===== config.mk =====
export PLATFORM = sky130hd
export DESIGN_NAME = sparce_sasa_table
export DESIGN_NICKNAME = d
export VERILOG_FILES = /design/src/rtl/sparce_sasa_table.sv
export SDC_FILE = /design/constraint.sdc
export NUM_CORES = 2
export LEC_CHECK = 0
export ABC_AREA = 1
export ABC_CLOCK_PERIOD_IN_PS = 7200
export BUFFER_PORTS_ARGS = -buffer_cell sky130_fd_sc_hd__buf_2
export CAP_MARGIN = 20
export CORE_ASPECT_RATIO = 1.75
export CORE_MARGIN = 3
export CORE_UTILIZATION = 35
export DETAILED_ROUTE_END_ITERATION = 7
export SYNTH_ARGS = -nofsm -noshare
export SYNTH_HDL_FRONTEND = slang
export SYNTH_SLANG_ARGS = --single-unit

===== constraint.sdc =====
create_clock -name CLK -period 7.2 [get_ports CLK]
set_input_delay 1.08 -clock CLK [delete_from_list [all_inputs] [get_ports CLK]]
set_output_delay 1.08 -clock CLK [all_outputs]
set_load 0.02 [all_outputs]

===== src/rtl/sparce_sasa_table.sv =====
// ----------------------------------------------------------------------------
// sparce_sasa_table
//
// Sparsity-Aware Skip Address (SASA) table for the SPARCE unit.
// Two-word entries (PC, then CFG) arrive on the execute configuration-store
// stream and are assembled by a two-state staging FSM. The fetch PC is looked
// up against all valid entries (fully associative). The registered result
// gives the skip target and the sparsity condition.
//
// Ports:
//   CLK        in   1   clock, rising edge
//   nRST       in   1   asynchronous active-low reset
//   sasa_wen   in   1   configuration store strobe
//   sasa_addr  in  32   store address (PC / CFG / CLEAR window)
//   sasa_data  in  32   store data
//   pc         in  32   fetch PC to look up
//   lookup_en  in   1   pipeline advance; result register loads when high
//   hit        out  1   registered: pc matched a valid entry
//   target     out 32   registered skip target (0 on miss)
//   rs1, rs2   out  5   registered condition source registers (0 on miss)
//   cond       out  2   registered condition code (0 on miss)
//   full       out  1   all entries valid
//
// Configuration macro:
//   SASA_FWD_EN  forward a same-cycle commit into the lookup result, and force
//                a miss on a same-cycle CLEAR.
// ----------------------------------------------------------------------------
module sparce_sasa_table #(
  parameter int          SASA_ENTRIES = 8,
  parameter logic [31:0] SASA_ADDR    = 32'h0000_1000
) (
  input  logic        CLK,
  input  logic        nRST,
  input  logic        sasa_wen,
  input  logic [31:0] sasa_addr,
  input  logic [31:0] sasa_data,
  input  logic [31:0] pc,
  input  logic        lookup_en,
  output logic        hit,
  output logic [31:0] target,
  output logic [4:0]  rs1,
  output logic [4:0]  rs2,
  output logic [1:0]  cond,
  output logic        full
);

  localparam int IDX_W = $clog2(SASA_ENTRIES);

  typedef enum logic {
    ST_IDLE,
    ST_STAGED
  } state_t;

  typedef struct packed {
    logic [31:0] pc;
    logic [31:0] target;
    logic [4:0]  rs1;
    logic [4:0]  rs2;
    logic [1:0]  cond;
  } entry_t;

  // --------------------------------------------------------------------------
  // State
  // --------------------------------------------------------------------------
  state_t                  r_state;
  logic [31:0]             r_staged_pc;
  logic [SASA_ENTRIES-1:0] r_valid;
  entry_t                  r_entry [SASA_ENTRIES];
  logic [IDX_W-1:0]        r_alloc;

  logic        r_hit;
  logic [31:0] r_target;
  logic [4:0]  r_rs1;
  logic [4:0]  r_rs2;
  logic [1:0]  r_cond;

  // --------------------------------------------------------------------------
  // Window decode
  // --------------------------------------------------------------------------
  logic w_pc_wr;
  logic w_cfg_wr;
  logic w_clr;

  assign w_pc_wr  = sasa_wen && (sasa_addr == SASA_ADDR);
  assign w_cfg_wr = sasa_wen && (sasa_addr == SASA_ADDR + 32'd4);
  assign w_clr    = sasa_wen && (sasa_addr == SASA_ADDR + 32'd8);

  // Bits of the CFG word above the skip count carry no meaning.
  logic w_unused;
  assign w_unused = ^sasa_data[31:22];

  // New entry assembled from the staged PC and the incoming CFG word.
  // The skip count is 10 bits, so n<<2 fits in 12 bits; the sum wraps mod 2^32.
  entry_t w_new;
  always_comb begin
    w_new        = '0;
    w_new.pc     = r_staged_pc;
    w_new.target = r_staged_pc + 32'd4 + {20'd0, sasa_data[21:12], 2'b00};
    w_new.rs1    = sasa_data[4:0];
    w_new.rs2    = sasa_data[9:5];
    w_new.cond   = sasa_data[11:10];
  end

  // --------------------------------------------------------------------------
  // Staging FSM
  // --------------------------------------------------------------------------
  state_t w_state_nxt;
  logic   w_commit;
  logic   w_latch_pc;

  // NOTE: every signal driven here gets a default first so no path leaves it
  // unassigned; otherwise synthesis infers a latch.
  always_comb begin
    w_state_nxt = r_state;
    w_commit    = 1'b0;
    w_latch_pc  = 1'b0;
    if (w_clr) begin
      w_state_nxt = ST_IDLE;
    end else begin
      case (r_state)
        ST_IDLE: begin
          if (w_pc_wr) begin
            w_latch_pc  = 1'b1;
            w_state_nxt = ST_STAGED;
          end
          // A CFG write with nothing staged is dropped.
        end
        ST_STAGED: begin
          if (w_pc_wr) begin
            w_latch_pc = 1'b1;
          end else if (w_cfg_wr) begin
            w_commit    = 1'b1;
            w_state_nxt = ST_IDLE;
          end
        end
        default: w_state_nxt = ST_IDLE;
      endcase
    end
  end

  // NOTE: sequential state uses non-blocking assignments so every flop samples
  // pre-edge values regardless of the order blocks are evaluated.
  always_ff @(posedge CLK or negedge nRST) begin
    if (!nRST) begin
      r_state     <= ST_IDLE;
      r_staged_pc <= '0;
    end else begin
      r_state <= w_state_nxt;
      if (w_latch_pc) r_staged_pc <= sasa_data;
    end
  end

  // --------------------------------------------------------------------------
  // Commit target selection: overwrite a matching entry, else allocate.
  // --------------------------------------------------------------------------
  logic [SASA_ENTRIES-1:0] w_stage_match;
  logic                    w_stage_hit;
  logic [IDX_W-1:0]        w_stage_idx;
  logic [IDX_W-1:0]        w_wr_idx;
  logic [IDX_W-1:0]        w_alloc_inc;

  always_comb begin
    w_stage_hit = 1'b0;
    w_stage_idx = '0;
    for (int i = 0; i < SASA_ENTRIES; i++) begin
      w_stage_match[i] = r_valid[i] && (r_entry[i].pc == r_staged_pc);
      if (w_stage_match[i]) begin
        w_stage_hit = 1'b1;
        w_stage_idx = IDX_W'(i);
      end
    end
  end

  assign w_wr_idx    = w_stage_hit ? w_stage_idx : r_alloc;
  assign w_alloc_inc = (r_alloc == IDX_W'(SASA_ENTRIES - 1)) ? '0 : r_alloc + 1'b1;

  // NOTE: the entry storage is reset along with the valid bits; it is only a
  // handful of flops, and it keeps lost state from being observable after nRST.
  always_ff @(posedge CLK or negedge nRST) begin
    if (!nRST) begin
      r_valid <= '0;
      r_alloc <= '0;
      for (int i = 0; i < SASA_ENTRIES; i++) r_entry[i] <= '0;
    end else if (w_clr) begin
      r_valid <= '0;
      r_alloc <= '0;
    end else if (w_commit) begin
      r_entry[w_wr_idx] <= w_new;
      r_valid[w_wr_idx] <= 1'b1;
      if (!w_stage_hit) r_alloc <= w_alloc_inc;
    end
  end

  assign full = &r_valid;

  // --------------------------------------------------------------------------
  // Lookup: pc entries are unique, so at most one match; OR-reduce the hits.
  // --------------------------------------------------------------------------
  logic   w_lk_hit;
  entry_t w_lk_entry;

  always_comb begin
    w_lk_hit   = 1'b0;
    w_lk_entry = '0;
    for (int i = 0; i < SASA_ENTRIES; i++) begin
      if (r_valid[i] && (r_entry[i].pc == pc)) begin
        w_lk_hit   = 1'b1;
        w_lk_entry = w_lk_entry | r_entry[i];
      end
    end
  end

  logic   w_res_hit;
  entry_t w_res;

  always_comb begin
    w_res_hit = w_lk_hit;
    w_res     = w_lk_entry;
`ifdef SASA_FWD_EN
    if (w_clr) begin
      w_res_hit = 1'b0;
      w_res     = '0;
    end else if (w_commit && (r_staged_pc == pc)) begin
      w_res_hit = 1'b1;
      w_res     = w_new;
    end
`endif
  end

  always_ff @(posedge CLK or negedge nRST) begin
    if (!nRST) begin
      r_hit    <= 1'b0;
      r_target <= '0;
      r_rs1    <= '0;
      r_rs2    <= '0;
      r_cond   <= '0;
    end else if (lookup_en) begin
      r_hit    <= w_res_hit;
      r_target <= w_res.target;
      r_rs1    <= w_res.rs1;
      r_rs2    <= w_res.rs2;
      r_cond   <= w_res.cond;
    end
  end

  assign hit    = r_hit;
  assign target = r_target;
  assign rs1    = r_rs1;
  assign rs2    = r_rs2;
  assign cond   = r_cond;

endmodule


-- Word level (Yosys, flattened, before mapping)
Index checks and enable logic that the tools add are counted.
- bits in registers: 697
- input port bits: 100
- output and inout port bits: 46
- add/subtract/negate cells: 3
- order comparisons: 4
- eq/ne operators: 21
- multiplexer cells: 53
- bitwise logic cells: 11
- reduce and logical (&&, ||, !) cells: 25
- operator list (operator ; number):
    $bwmux W608 ; 1
    $eq A32 B32 Y1 ; 16
    $mux W44 ; 8
    $or A44 B44 Y44 ; 7
    $demux W76 S3 ; 1
    $eq A32 B13 Y1 const B ; 3
    $mux W76 ; 1
    $mux W3 ; 11
    $add A32 B12 Y32 ; 1
    $add A32 B3 Y32 const B ; 1
    $mux W1 ; 27
    $logic_and A1 B1 Y1 ; 21
    $mux W8 ; 2
    $or A8 B8 Y8 ; 1
    $reduce_and A8 Y1 ; 1
    $ge A4 B4 Y1 const B ; 1
    $lt A3 B4 Y1 const B ; 1
    $lt A4 B1 Y1 const B ; 1
    $not A3 Y4 ; 1
    $reduce_and A2 Y1 ; 2
    $add A3 B1 Y3 const B ; 1
    $demux W1 S3 ; 1
    $eq A3 B3 Y1 const B ; 1
    $ge A3 B1 Y1 const B ; 1
    4 further kinds ; 5

-- Depth between registers and ports, before layout
- word-level depth: 18
- depth in mapped cells: 23

-- Worst setup path after synthesis
No wires, ideal clock.
- kind: input to register
- start point: input port sasa_data[13]
- end point: register r_entry[109] in the netlist's numbering
- library setup time: 67 ps
- arrival time: 3577 ps
- required time: 7133 ps
- setup slack: 3557 ps
- cell stages on the path: 14
- path through: ha_1 -> ha_1 -> fa_1 -> nand3_1 -> nand2_1 -> inv_1 -> o21a_1 -> o21ai_0 -> a21oi_1 -> nor2_1 -> nand2_1 -> xor2_1 -> nand3_1 -> nand2_1
- cells in the longest elaborated chain, start to end: 2
- RTL lines (element ; line ; source):
    start: declaration ; 36 ; input logic [31:0] sasa_data,
    $add A32 B12 Y32 ; 98 ; w_new.target = r_staged_pc + 32'd4 + {20'd0, sasa_data[21:12], 2'b00};
    $bwmux W608 ; 188 ; r_entry[w_wr_idx] <= w_new;
    end signal: indexed assignment ; 188 ;
    end: declaration ; 68 ; entry_t r_entry [SASA_ENTRIES];
No other way between the ends.
A chain may end at the register's enable or synchronous reset.

-- Worst setup path after layout
- start point: register r_staged_pc[8]
- end point: register r_entry[171] in the netlist's numbering
- cells in the longest elaborated chain, start to end: 17
- RTL lines (element ; line ; source):
    start: declaration ; 66 ; logic [31:0] r_staged_pc;
    start signal: assignment ; 149 ; if (w_latch_pc) r_staged_pc <= sasa_data;
    $eq A32 B32 Y1 ; 166 ; w_stage_match[i] = r_valid[i] && (r_entry[i].pc == r_staged_pc);
    $logic_and A1 B1 Y1 ; 166 ;
    $mux W1 (8 in series) ; 167 ; if (w_stage_match[i]) begin
    $mux W3 (*) ; 174 ; assign w_wr_idx = w_stage_hit ? w_stage_idx : r_alloc;
    $not A3 Y4 (not written as such) (*) ; 188 ;
    $ge A4 B4 Y1 (not written as such) / $lt A4 B1 Y1 (equally long branches) ; 188 ;
    $logic_and A1 B1 Y1 (not written as such) ; 188 ;
    $mux W76 (not written as such) ; 188 ;
    $demux W76 S3 (*) ; 188 ;
    $bwmux W608 (*) ; 188 ;
Every way passes the cells marked *; elsewhere a longest branch is shown, timed or not.

==> reports/metrics.cfg <==
[clock_network]
cts.sink_count=681
tritoncts=done
cts_buffers=75
root_buffer=clkbuf_16
cts_resized=0
path_clk_slew_ns=0.07
cts_htree_levels=3
cts_setup_buffers=0
clock_latency_ns=0.74
clockBufferDepth=3
hold_buffers=0

[setup_path]
start_kind=flip-flop
ff2ff_setup_slack_ns=1.61
crit_fanout=67
reg2regPathDepth=17
crit_type=flip-flop to flip-flop
r2r_start=r_staged_pc[8]$_DFFE_PN0P_
required_ns=7.84
crit_arrival_ns=6.22
cp_common_cell=nand2_1
crit_path_max_incr_delay_ns=0.98
reg2reg_to=r_entry[171]$_DFFE_PN0P_
end_kind=flip-flop
crit_slowest_cell=nor2_1
path_cells=inv_1, nand2_1, nand2_1, nor2_1, nand2_1, nor2_1, nand3_1, nor2_1, nor2_1, nand2_1, nor2_4, nand2_2, inv_2, a21oi_4, buf_12, nand3_1, nand2_1

[cells_and_area]
final_cells=7538
fin_nets=6072
drive_above_1_share_pct=9.16
mostFrequentLayoutCell=nand2_1
area_growth_syn_to_layout_pct=11.9
mostFrequentLayoutCells=2,149 x nand2_1, 862 x nand3_1, 675 x dfrtp_1

[timing]
min_period_over_period_pct=77.6
tns_ns=0
skew_ns=0.0502
timing.fmax_mhz=179
setup_viol=0
drv_slew=0
max_slew_margin_pct=6.65
min_period_ns=5.59
rsz0062_at_grt=false
hold_viol_final=0
worst_slew_pin_slew_ns=1.39

[power]
ir_drop_mv=0.176
p_leak_uw=0.0239
power.density_nw_per_um2=184

[synthesis]
yosys-top-cells-area=dfrtp_1 41%, nand2_1 19%, nand3_1 10%
yosys.area.top_type=dfrtp_1
yosysWarningCount=0
ys_seq_area_share_pct=41.0
ys_seq_elements=681
syn_nets=6103
syn_avg_cell_area_um2=6.95
synthCells=5980
async_flop_share_pct=100
synth_edf_count=0
netlist_area_um2=41600
synthFlopType=dfrtp_1
ys_types=53
synth_top_area_share_pct=41.0

[place]
post-dp-hpwl_mm=179
gp_congestion=1.11
dp.cells=7378
port_buffers=145

[die]
die-area_um2=123000
start_util_pct=35.4
fp.dieH_um=462
pin_count=146
rows=166
die_x_um=267
fp.coreArea_um2=118000

[detailed_routing]
drt-total-wl_mm=260
drt_iter0_markers=5296
wl_per_cell_um=34.4
vias_per_cell=5.94
first_pass_iters=8
drc=0
dr_total_vias=44787
antenna_left=0

[global_route]
grt_first_pass_wirelength_mm=357
grt_usage_pct=42.2
grt_overflow=0
first_global_vias=43434
antenna_found_initial=39
grt_max_degree=166

[run_status]
status=finished, final reports clean

[flow_run]
max_cap_viol_count=0

[worst_hold_path]
min_path_type=input pin to asynchronous set/reset pin

[layer usage]
layer	up-vias	wire, µm	track usage, %
li1	19037	-	-
met1	21777	84300	43.6
met2	2793	120000	67.4
met3	1152	22400	12.2
met4	28	32500	42.1
met5	-	189	0
[stage by stage]
step | hold WS (ns) | total power (µW) | worst slack, ns | util [%] | instance area (µm²)
2_1_floorplan | 0.442 | 4140 | 3.56 | - | 41600
3_3_place_gp | 0.454 | 4490 | 2.36 | 37.3 | 43800
3_5_place_dp | 0.459 | 4480 | 2.39 | 37.3 | 43800
4_1_cts | 0.442 | 8590 | 2.38 | 39.4 | 46300
5_1_grt | 0.431 | 8780 | 1.58 | 39.6 | 46500
6_report | 0.388 | 8580 | 1.61 | 39.6 | 46500
[synthesized netlist by cell type (all sizes together) (2+ instances only)]
cell type	number
nand4	103
o22ai	14
xnor2	76
clkinv	6
nand3b	45
mux2	31
nor3b	17
or3b	2
ha	22
clkbuf	119
o21bai	148
nor4	52
buf	269
o2111ai	13
inv	495
nand2	2162
nor2	428
o21ai	173
and3	8
dfrtp	681
nor3	50
o211ai	9
nand3	864
a21oi	39
and2	4
xor2	87
or2	49
a211oi	6
[where the power goes]
group	total (µW)	switching (µW)	internal (µW)	leakage, µW
clock	4150	1860	2290	0.00125
combinational	575	449	126	0.0140
sequential	3860	17.0	3840	0.00863
total	8580	2320	6260	0.0239
[cells by family (layout without fill, tap and decap cells)]
logic type                 after synthesis  in the layout  synth area share [%]
DFF                                    681            681                  41.0
adders and majority gates               23             23                 0.710
other                                    0             21                     0
xor gates and xnor gates               163            163                  3.43
buffers and inverters                  889            914                  8.97
muxes                                   31             31                 0.839
AOI/OAI and AO/OA                      408            408                  6.12
and+or+nand+nor                       3785           3785                  39.0
[how the worst max path moves through the flow]
stage / to / slack, ns / startpoint / depth (start not counted)
CTS: r_entry[171]$_DFFE_PN0P_ / 2.38 / r_staged_pc[16]$_DFFE_PN0P_ / 15
finish: r_entry[171]$_DFFE_PN0P_ / 1.61 / r_staged_pc[8]$_DFFE_PN0P_ / 17
global route: r_entry[87]$_DFFE_PN0P_ / 1.58 / r_staged_pc[8]$_DFFE_PN0P_ / 17
detailed placement: r_entry[310]$_DFFE_PN0P_ / 2.39 / r_staged_pc[16]$_DFFE_PN0P_ / 15
global placement: r_entry[457]$_DFFE_PN0P_ / 2.36 / r_staged_pc[16]$_DFFE_PN0P_ / 15
floorplan: r_entry[109]$_DFFE_PN0P_ / 3.56 / sasa_data[13] / 14
[state kept, by name, indices dropped and copies added (netlist names)]
name / count
target: 32
r_staged_pc: 32
hit: 1
r_valid: 8
r_state: 1
rs1: 5
r_alloc: 3
r_entry: 592
rs2: 5
cond: 2
[worst max-delay path, delay by kind of cell (launching register included)]
kind	cells	cell delay, ns
compound gates	1	0.75
flops	1	0.67
simple gates	13	2.99
buf+inv	3	0.90
[area by class of cell]
cell class | instances | area [µm²]
clock inverters | 32 | 382
inverters | 501 | 1890
clock buffers | 101 | 2150
flip-flops and latches | 681 | 17000
fillers | 12559 | 71000
multi-input cells | 4410 | 21000
well taps | 1512 | 1890
repair buffers | 280 | 2110
diodes | 21 | 52.6
No activity file was read; power rests on OpenSTA's default activity.
